### config.mk
export PLATFORM = sky130hd
export DESIGN_NAME = line_engine
export DESIGN_NICKNAME = d
export VERILOG_FILES = /design/src/rtl/line_engine.sv
export SDC_FILE = /design/constraint.sdc
export NUM_CORES = 1
export LEC_CHECK = 0
export CORE_MARGIN = 2
export CORE_UTILIZATION = 57
export CTS_BUF_LIST = sky130_fd_sc_hd__clkbuf_16
export DETAILED_ROUTE_END_ITERATION = 8
export PLACE_DENSITY = 0.81
export SYNTH_ARGS = -nofsm -noshare
export SYNTH_HDL_FRONTEND = slang
export SYNTH_SLANG_ARGS = --single-unit
### constraint.sdc
create_clock -name clk -period 6.8 [get_ports clk]
set_input_delay 1.7 -clock clk [delete_from_list [all_inputs] [get_ports clk]]
set_output_delay 1.7 -clock clk [all_outputs]
set_load 0.1 [all_outputs]
### src/rtl/line_engine.sv
// line_engine
//   Responder end of the CPU line-engine command interface. Endpoint
//   coordinates and colour are latched from individual valid strobes while
//   the engine is idle; a trigger rasterises the line with Bresenham's
//   algorithm and emits one frame-buffer write per drawn pixel over a
//   valid/ready handshake.
//
//   Build option: define LINE_CLIP_EN to skip points outside H_RES x V_RES.
//   Skipped points are still walked, one cycle each with no write, so the
//   endpoint test keeps working for lines that leave the visible area.
//
// Ports
//   clk, rst          system clock, synchronous active-high reset
//   line_color        pixel colour, bits [23:0] are RGB
//   line_point        coordinate value carried by the x0/y0/x1/y1 strobes
//   line_*_valid      latch line_color / line_point into the named register
//   line_trigger      start drawing the latched line
//   line_ready        engine idle, strobes and trigger are accepted
//   px_addr           byte address of the pixel write
//   px_data           pixel data {8'h00, colour}
//   px_valid          pixel write request
//   px_ready          arbiter accepts the write this cycle
module line_engine #(
    parameter int          H_RES   = 800,
    parameter int          V_RES   = 600,
    parameter logic [31:0] FB_BASE = 32'h1000_0000
) (
    input  logic        clk,
    input  logic        rst,
    input  logic [31:0] line_color,
    input  logic [9:0]  line_point,
    input  logic        line_color_valid,
    input  logic        line_x0_valid,
    input  logic        line_y0_valid,
    input  logic        line_x1_valid,
    input  logic        line_y1_valid,
    input  logic        line_trigger,
    output logic        line_ready,
    output logic [31:0] px_addr,
    output logic [31:0] px_data,
    output logic        px_valid,
    input  logic        px_ready
);

    typedef enum logic [1:0] {
        IDLE  = 2'd0,
        SETUP = 2'd1,
        DRAW  = 2'd2
    } state_t;

    state_t state, state_next;

    // Command registers
    logic [9:0]  x0, y0, x1, y1;
    logic [23:0] colour;

    // Rasteriser state
    logic [9:0]         x, y;
    logic [10:0]        dx, dy;
    logic               sx_neg, sy_neg;
    logic signed [11:0] err;

    logic               in_bounds, on_screen, at_end, advance;
    logic               step_x, step_y;
    logic [10:0]        dx_init, dy_init;
    logic signed [11:0] err_init;
    logic signed [12:0] e2, dx_s, dy_s, err_ext, err_sum;

    // Colour bits above RGB carry nothing for the frame buffer.
    logic unused_colour_hi;
    assign unused_colour_hi = ^line_color[31:24];

    function automatic logic [10:0] abs_diff(input logic [9:0] a, input logic [9:0] b);
        logic [9:0] d;
        d = (a >= b) ? (a - b) : (b - a);
        return {1'b0, d};
    endfunction

    assign in_bounds = (32'(x) < 32'(H_RES)) && (32'(y) < 32'(V_RES));

`ifdef LINE_CLIP_EN
    assign on_screen = in_bounds;
`else
    // Without clipping every point is written; the bounds are not consulted.
    logic unused_bounds;
    assign unused_bounds = in_bounds;
    assign on_screen     = 1'b1;
`endif

    assign at_end  = (x == x1) && (y == y1);
    // An off-screen point has no handshake, so it advances unconditionally.
    assign advance = (state == DRAW) && (!on_screen || px_ready);

    assign dx_init  = abs_diff(x1, x0);
    assign dy_init  = abs_diff(y1, y0);
    assign err_init = $signed({1'b0, dx_init}) - $signed({1'b0, dy_init});

    // Both step decisions use the error value from before this step.
    assign e2      = $signed({err, 1'b0});
    assign dx_s    = $signed({2'b00, dx});
    assign dy_s    = $signed({2'b00, dy});
    assign step_x  = e2 > -dy_s;
    assign step_y  = e2 < dx_s;
    assign err_ext = $signed({err[11], err});
    assign err_sum = err_ext - (step_x ? dy_s : 13'sd0) + (step_y ? dx_s : 13'sd0);

    always_ff @(posedge clk) begin
        if (rst) begin
            state <= IDLE;
        end else begin
            state <= state_next;
        end
    end

    always_comb begin
        state_next = state;
        line_ready = 1'b0;
        px_valid   = 1'b0;
        px_addr    = '0;
        px_data    = '0;
        unique case (state)
            IDLE: begin
                line_ready = 1'b1;
                if (line_trigger) begin
                    state_next = SETUP;
                end
            end
            SETUP: begin
                state_next = DRAW;
            end
            DRAW: begin
                px_valid = on_screen;
                px_addr  = FB_BASE + {10'd0, y, x, 2'b00};
                px_data  = {8'h00, colour};
                if (advance && at_end) begin
                    state_next = IDLE;
                end
            end
            default: begin
                state_next = IDLE;
            end
        endcase
    end

    // Command capture: only while idle, so a line in flight is never altered.
    always_ff @(posedge clk) begin
        if (rst) begin
            x0     <= '0;
            y0     <= '0;
            x1     <= '0;
            y1     <= '0;
            colour <= '0;
        end else if (state == IDLE) begin
            if (line_x0_valid)    x0     <= line_point;
            if (line_y0_valid)    y0     <= line_point;
            if (line_x1_valid)    x1     <= line_point;
            if (line_y1_valid)    y1     <= line_point;
            if (line_color_valid) colour <= line_color[23:0];
        end
    end

    // Rasteriser datapath; only meaningful while SETUP/DRAW, so no reset.
    always_ff @(posedge clk) begin
        if (state == SETUP) begin
            dx     <= dx_init;
            dy     <= dy_init;
            sx_neg <= x1 < x0;
            sy_neg <= y1 < y0;
            err    <= err_init;
            x      <= x0;
            y      <= y0;
        end else if (advance && !at_end) begin
            if (step_x) x <= sx_neg ? (x - 10'd1) : (x + 10'd1);
            if (step_y) y <= sy_neg ? (y - 10'd1) : (y + 10'd1);
            err <= err_sum[11:0];
        end
    end

endmodule
* Word level (Yosys, flattened, before mapping)
Cells that the tools add are included.
** Word-level totals
- Bits in registers :: 120
- Bits of input ports :: 51
- Word-level logic and storage cells :: 76
** Cells by class
- $add $sub $neg :: 13
- $lt $le $gt $ge :: 6
- Eq/ne operators :: 6
- Multiplexer cells :: 21
- Reductions and logical operators :: 17
** Operators with widths (number)
- $mux 10 :: 12
- $sub 10x10->10 :: 4
- $add 29x22->30 const A :: 1
- $mux 30 :: 1
- $mux 12 :: 2
- $mux 24 :: 1
- $add 10x1->10 const B :: 2
- $eq 10x10->1 :: 2
- $ge 10x10->1 :: 2
- $lt 10x10->1 :: 2
- $sub 10x1->10 const B :: 2
- $reduce_and 2->1 :: 8
- $gt 13x13->1 :: 1
- $lt 13x11->1 :: 1
- $neg 10->13 :: 1
- $add 12x11->12 :: 1
- $sub 12x11->12 :: 1
- $sub 10x10->11 :: 1
- $pmux 2 s3 :: 1
- $reduce_bool 2->1 :: 3
- $logic_and 1x1->1 :: 4
- $mux 2 :: 2
- $eq 2x1->1 const B :: 1
- $eq 2x2->1 const B :: 1
- 5 further kinds :: 6

* Logic depth before layout (Yosys ltp)
- Depth in word-level cells :: 7
- Gate-level depth with buffers :: 21
- Gate-level depth less buffers :: 21

* Worst setup path before layout
OpenSTA, ideal clock, no wires.
- Kind :: flip-flop to flip-flop
- From :: register dy[4]
- To :: register err[8], data pin
- Arrival time :: 4.432 ns
- Required time :: 6.532 ns
- Setup slack :: 2.100 ns
- Cell stages (with the launch flop) :: 21
- Buffers on the path :: 0
- Period minus slack after synthesis :: 4.700 ns
- Path through :: edfxtp_1 -> nor4_1 -> nand2_1 -> o41ai_1 -> o21ai_0 -> ha_1 -> nand4_1 -> nor3_1 -> a31oi_1 -> mux2_2 -> nand2_1 -> nor2_1 -> fa_1 -> inv_1 -> fa_1 -> a21o_1 -> a21oi_1 -> o21ai_0 -> o41ai_1 -> xor2_1 -> mux2i_1
** Between the ends
- Cells in the longest elaborated chain, start to end :: 7
** Ends and longest elaborated chain
- start, declared :: RTL line 59 : logic [10:0] dx, dy;
- start signal, assigned :: RTL line 166 : dy <= dy_init;
- $neg 10->13 :: RTL line 102 : assign step_x = e2 > -dy_s;
- $gt 13x13->1 :: RTL line 102
- $mux 10 (*) :: RTL line 105 : assign err_sum = err_ext - (step_x ? dy_s : 13'sd0) + (step_y ? dx_s : 13'sd0);
- $sub 12x11->12 (*) :: RTL line 105
- $add 12x11->12 (*) :: RTL line 105
- $mux 12 (*) :: RTL line 172 : end else if (advance && !at_end) begin
- $mux 12 (*) :: RTL line 164 : if (state == SETUP) begin
- end signal, assigned :: RTL line 169 : err <= err_init;
- end signal, assigned :: RTL line 175 : err <= err_sum[11:0];
- end, declared :: RTL line 61 : logic signed [11:0] err;
Every way passes the cells marked *; elsewhere a longest branch is shown, timed or not. The select of a mux whose other input is x is not followed.
A chain may end at the register's enable or synchronous reset.

* Worst setup path after layout
- From :: register dy[4]
- To :: register err[7], data pin
The elaborated chain is that of the path after synthesis.

==> impl_metrics.prom <==
# TYPE chip_impl_metric gauge
chip_impl_info{name="outcome",value="complete, no violations"} 1
chip_impl_metric{name="top_level_ports",unit=""} 117
chip_impl_metric{name="wl_per_cell",unit="um"} 15.98
chip_impl_metric{name="static_power_due_to_leakage",unit="nW"} 4.665
chip_impl_metric{name="portBuffers",unit=""} 89
chip_impl_metric{name="cts_hold_buffers",unit=""} 0
chip_impl_metric{name="final_net_count",unit=""} 1386
chip_impl_metric{name="final.setup_skew",unit="ns"} 0.008120
chip_impl_metric{name="global_route.usage.met1",unit="%"} 33.01
chip_impl_info{name="final_cell_mix",value="sky130_fd_sc_hd__nand2_1, sky130_fd_sc_hd__inv_1, sky130_fd_sc_hd__a21oi_1, sky130_fd_sc_hd__ha_1, sky130_fd_sc_hd__clkdlybuf4s50_1"} 1
chip_impl_metric{name="design_area",unit="sq mm"} 0.01101
chip_impl_info{name="capturing_element_type_of_the_critical_path",value="flop"} 1
chip_impl_metric{name="tightestPinTransition",unit="ns"} 1.117
chip_impl_metric{name="cts_htree_levels",unit=""} 4
chip_impl_info{name="timing.critical_path.max_delay_family",value="compound AO/OA/AOI/OAI gates"} 1
chip_impl_metric{name="die_footprint",unit="sq mm"} 0.01785
chip_impl_metric{name="grt.total_usage",unit="%"} 26.60
chip_impl_metric{name="grt_pass1_vias",unit=""} 7879
chip_impl_metric{name="gp_congestion",unit=""} 0.8888
chip_impl_metric{name="drt_pre_antenna_iters",unit=""} 5
chip_impl_metric{name="global_route.overflow_total",unit=""} 0
chip_impl_metric{name="cellPowerDensity",unit="mW/mm^2"} 409.6
chip_impl_metric{name="drc",unit=""} 0
chip_impl_metric{name="synthesis.area",unit="sq mm"} 0.009573
chip_impl_metric{name="placed_area",unit="sq mm"} 0.01048
chip_impl_metric{name="post-route-util",unit="%"} 66.62
chip_impl_info{name="ys.flop_type",value="sky130_fd_sc_hd__dfxtp_1"} 1
chip_impl_metric{name="yosysSeqAreaShare",unit="%"} 30.74
chip_impl_metric{name="final.period_utilization",unit="%"} 79.32
chip_impl_metric{name="critPathMaxStageDelay",unit="ns"} 0.51
chip_impl_metric{name="fin_cells",unit=""} 1452
chip_impl_metric{name="fin_ws",unit="ns"} 1.406
chip_impl_metric{name="setup_viol_count_final",unit=""} 0
chip_impl_metric{name="ys_async_sr_fraction",unit="%"} 0
chip_impl_metric{name="total_clock_buffers_created_by_cts",unit=""} 17
chip_impl_metric{name="ff_latch_area",unit="sq mm"} 0.002943
chip_impl_metric{name="synthCells",unit=""} 1151
chip_impl_metric{name="timing.critical_path.required",unit="ns"} 6.94
chip_impl_info{name="regMostFlops",value="colour"} 1
chip_impl_metric{name="hold_viol_final",unit=""} 0
chip_impl_metric{name="n_fill_cell",unit=""} 1338
chip_impl_metric{name="die_w",unit="um"} 133.6
chip_impl_metric{name="routed_wl",unit="mm"} 23.21
chip_impl_metric{name="post_cts_resize_count",unit=""} 0
chip_impl_metric{name="post-synth-top-area-fraction",unit="%"} 16.94
chip_impl_info{name="setup_cp_type",value="reg -> reg"} 1
chip_impl_metric{name="max-slew-margin-rel",unit="%"} 25.02
chip_impl_metric{name="worstSkewPairLatency",unit="ns"} 0.42
chip_impl_metric{name="floorplan.rows",unit=""} 47
chip_impl_metric{name="worst_hold_slack",unit="ns"} 0.4483
chip_impl_metric{name="r2r_slack",unit="ns"} 1.41
chip_impl_metric{name="place_ws",unit="ns"} 1.460
chip_impl_metric{name="synthesis.area_per_instance",unit="sq um"} 8.317
chip_impl_info{name="cts_tree",value="yes"} 1
chip_impl_metric{name="critical_path_peak_fanout",unit=""} 10
chip_impl_metric{name="slew_viol_final",unit=""} 0
chip_impl_info{name="top_regs",value="colour x24, err x12"} 1
chip_impl_metric{name="grt_first_pass_wirelength",unit="mm"} 37.95
chip_impl_metric{name="post_synth_num_cell_types",unit=""} 67
chip_impl_info{name="netlist_top_cells_area",value="sky130_fd_sc_hd__edfxtp_1, sky130_fd_sc_hd__dfxtp_1, sky130_fd_sc_hd__ha_1, sky130_fd_sc_hd__nand2_1, sky130_fd_sc_hd__a21oi_1"} 1
chip_impl_metric{name="dp_hpwl",unit="mm"} 17.49
chip_impl_info{name="unrepaired_setup_endpoints_after_global_routing",value="no"} 1
chip_impl_metric{name="ys_warn_count",unit=""} 0
chip_impl_metric{name="antenna_viol_nets_final",unit=""} 0
chip_impl_metric{name="syn2layout_area_growth",unit="%"} 15.00
chip_impl_metric{name="die_height",unit="um"} 133.6
chip_impl_metric{name="synth-seq-cells",unit=""} 120
chip_impl_metric{name="critical_path_arrival",unit="ns"} 5.53
chip_impl_metric{name="floorplan.initialDensity",unit="%"} 57.93
chip_impl_metric{name="antenna-diode-count",unit=""} 0
chip_impl_info{name="cts_root_buf",value="sky130_fd_sc_hd__clkbuf_16"} 1
chip_impl_info{name="holdCritPathClass",value="reg -> reg"} 1
chip_impl_metric{name="hold-path-cell-count",unit=""} 2
chip_impl_info{name="worst_r2r_end",value="err[7]"} 1
chip_impl_info{name="global_route.peak_usage_layer",value="met2"} 1
chip_impl_metric{name="fin_tns_setup",unit="ns"} 0
chip_impl_metric{name="max_cap_violations",unit=""} 0
chip_impl_info{name="cpMaxStageDelayCell",value="sky130_fd_sc_hd__fa_1"} 1
chip_impl_metric{name="post_route_cells_drive_above_1_share",unit="%"} 4.708
chip_impl_metric{name="multi_input_area",unit="sq mm"} 0.005908
chip_impl_metric{name="antenna_found_initial",unit=""} 0
chip_impl_metric{name="gr-usage-met2",unit="%"} 45.10
chip_impl_metric{name="max-clock-path-buffers",unit=""} 2
chip_impl_metric{name="bufs_and_invs_on_worst_path",unit=""} 1
chip_impl_metric{name="clk_transition_reported_paths",unit="ns"} 0.05
chip_impl_info{name="min_delay_worst_endpoint",value="colour[20]"} 1
chip_impl_metric{name="worst-r2r-cell-count",unit=""} 20
chip_impl_metric{name="initial_drt_markers",unit=""} 642
chip_impl_info{name="r2r_start",value="dy[4]"} 1
chip_impl_metric{name="vias",unit=""} 8175
chip_impl_metric{name="design.core.area",unit="sq mm"} 0.01652
chip_impl_metric{name="power.total",unit="mW"} 4.510
chip_impl_info{name="setup.worst_path.start_class",value="flop"} 1
chip_impl_metric{name="postCtsSetupRepairBufs",unit=""} 0
chip_impl_metric{name="fmax",unit="GHz"} 0.1854
chip_impl_metric{name="largest_register_ffs",unit=""} 24
chip_impl_metric{name="avgViaCountPerCell",unit=""} 5.630
chip_impl_metric{name="period_minus_slack",unit="ns"} 5.394
chip_impl_metric{name="cts.sink_count",unit=""} 120
chip_impl_info{name="hp-start",value="colour[20]"} 1
chip_impl_info{name="path_cells",value="nor4_1 -> nand2_1 -> o41ai_1 -> o21ai_0 -> ha_1 -> nand4_1 -> nor3_1 -> a31oi_1 -> mux2_2 -> nand2_1 -> nor2_1 -> fa_1 -> inv_1 -> ha_1 -> a211oi_1 -> o21bai_1 -> a2111oi_0 -> nor3_1 -> xnor2_1 -> o21ai_0"} 1
chip_impl_info{name="layout.cells.most_common",value="sky130_fd_sc_hd__nand2_1"} 1
chip_impl_metric{name="max-vdd-ir-drop",unit="V"} 0.0002141
chip_impl_metric{name="grt_max_degree",unit=""} 67
chip_impl_metric{name="grt_util_met3",unit="%"} 5.784
chip_impl_metric{name="synth-edff-count",unit=""} 54
chip_impl_info{name="synth_top_area_cell",value="sky130_fd_sc_hd__edfxtp_1"} 1
chip_impl_metric{name="numPlacedInstances",unit=""} 1420
==> Yosys cell counts (19+ instances only) <==
master,instances
sky130_fd_sc_hd__nor2_1,46
sky130_fd_sc_hd__and2_1,53
sky130_fd_sc_hd__ha_1,99
sky130_fd_sc_hd__nor3_1,19
sky130_fd_sc_hd__a21oi_1,114
sky130_fd_sc_hd__nand2_1,189
sky130_fd_sc_hd__xor2_1,27
sky130_fd_sc_hd__edfxtp_1,54
sky130_fd_sc_hd__dfxtp_1,66
sky130_fd_sc_hd__xnor2_1,44
sky130_fd_sc_hd__o21ai_0,39
sky130_fd_sc_hd__buf_4,20
sky130_fd_sc_hd__clkbuf_1,30
sky130_fd_sc_hd__inv_1,113
==> power by group <==
group          internal (mW)  switching, mW  total [mW]
clock                  0.480          0.332       0.812
combinational           1.11           1.52        2.63
sequential             0.961          0.106        1.07
total                   2.55           1.96        4.51
==> area by class of cell <==
class	count	share of cell area, %
Clock buffer	18	4.091
Multi-Input combinational cell	872	53.67
Inverter	114	3.887
Timing Repair Buffer	94	8.387
Clock inverter	14	0.7387
Tap cell	220	2.500
Sequential cell	120	26.73
==> how the worst max path moves through the flow <==
stage / startpoint / cells past startpoint / endpoint / slack, ns
3_3_place_gp: dy[4] / 20 / err[8] / 1.51
3_5_place_dp: dy[4] / 20 / err[7] / 1.46
5_1_grt: dy[4] / 20 / err[7] / 0.97
6_report: dy[4] / 20 / err[7] / 1.41
4_1_cts: dy[4] / 20 / err[7] / 1.42
2_1_floorplan: dy[4] / 20 / err[8] / 2.10
==> tightest hold or removal path: stages (launching register included) <==
cell	delay, ns
sky130_fd_sc_hd__dfxtp_1	0.30
sky130_fd_sc_hd__nand2_1	0.05
sky130_fd_sc_hd__a21oi_1	0.05
==> logic make-up (layout without fill, tap and decap cells) <==
kind of cell	after synthesis	count (layout)	synth area share (%)
multiplexers	13	13	1.425
other	1	19	0.03917
AND/OR/NAND/NOR	391	391	19.32
AO/OA/AOI/OAI	262	262	17.21
XOR/XNOR	71	71	6.496
adder cells (fa/ha/maj)	116	116	16.49
flip-flops	120	120	30.74
buffers and inverters	177	240	8.273
==> metal layers <==
metal | vias to the layer above | share of wire [%]
met4 | 0 | 2.7
met5 | - | 0
met1 | 3768 | 43
li1 | 4034 | -
met3 | 47 | 7.1
met2 | 326 | 47
(Power assumes the default switching activity.)
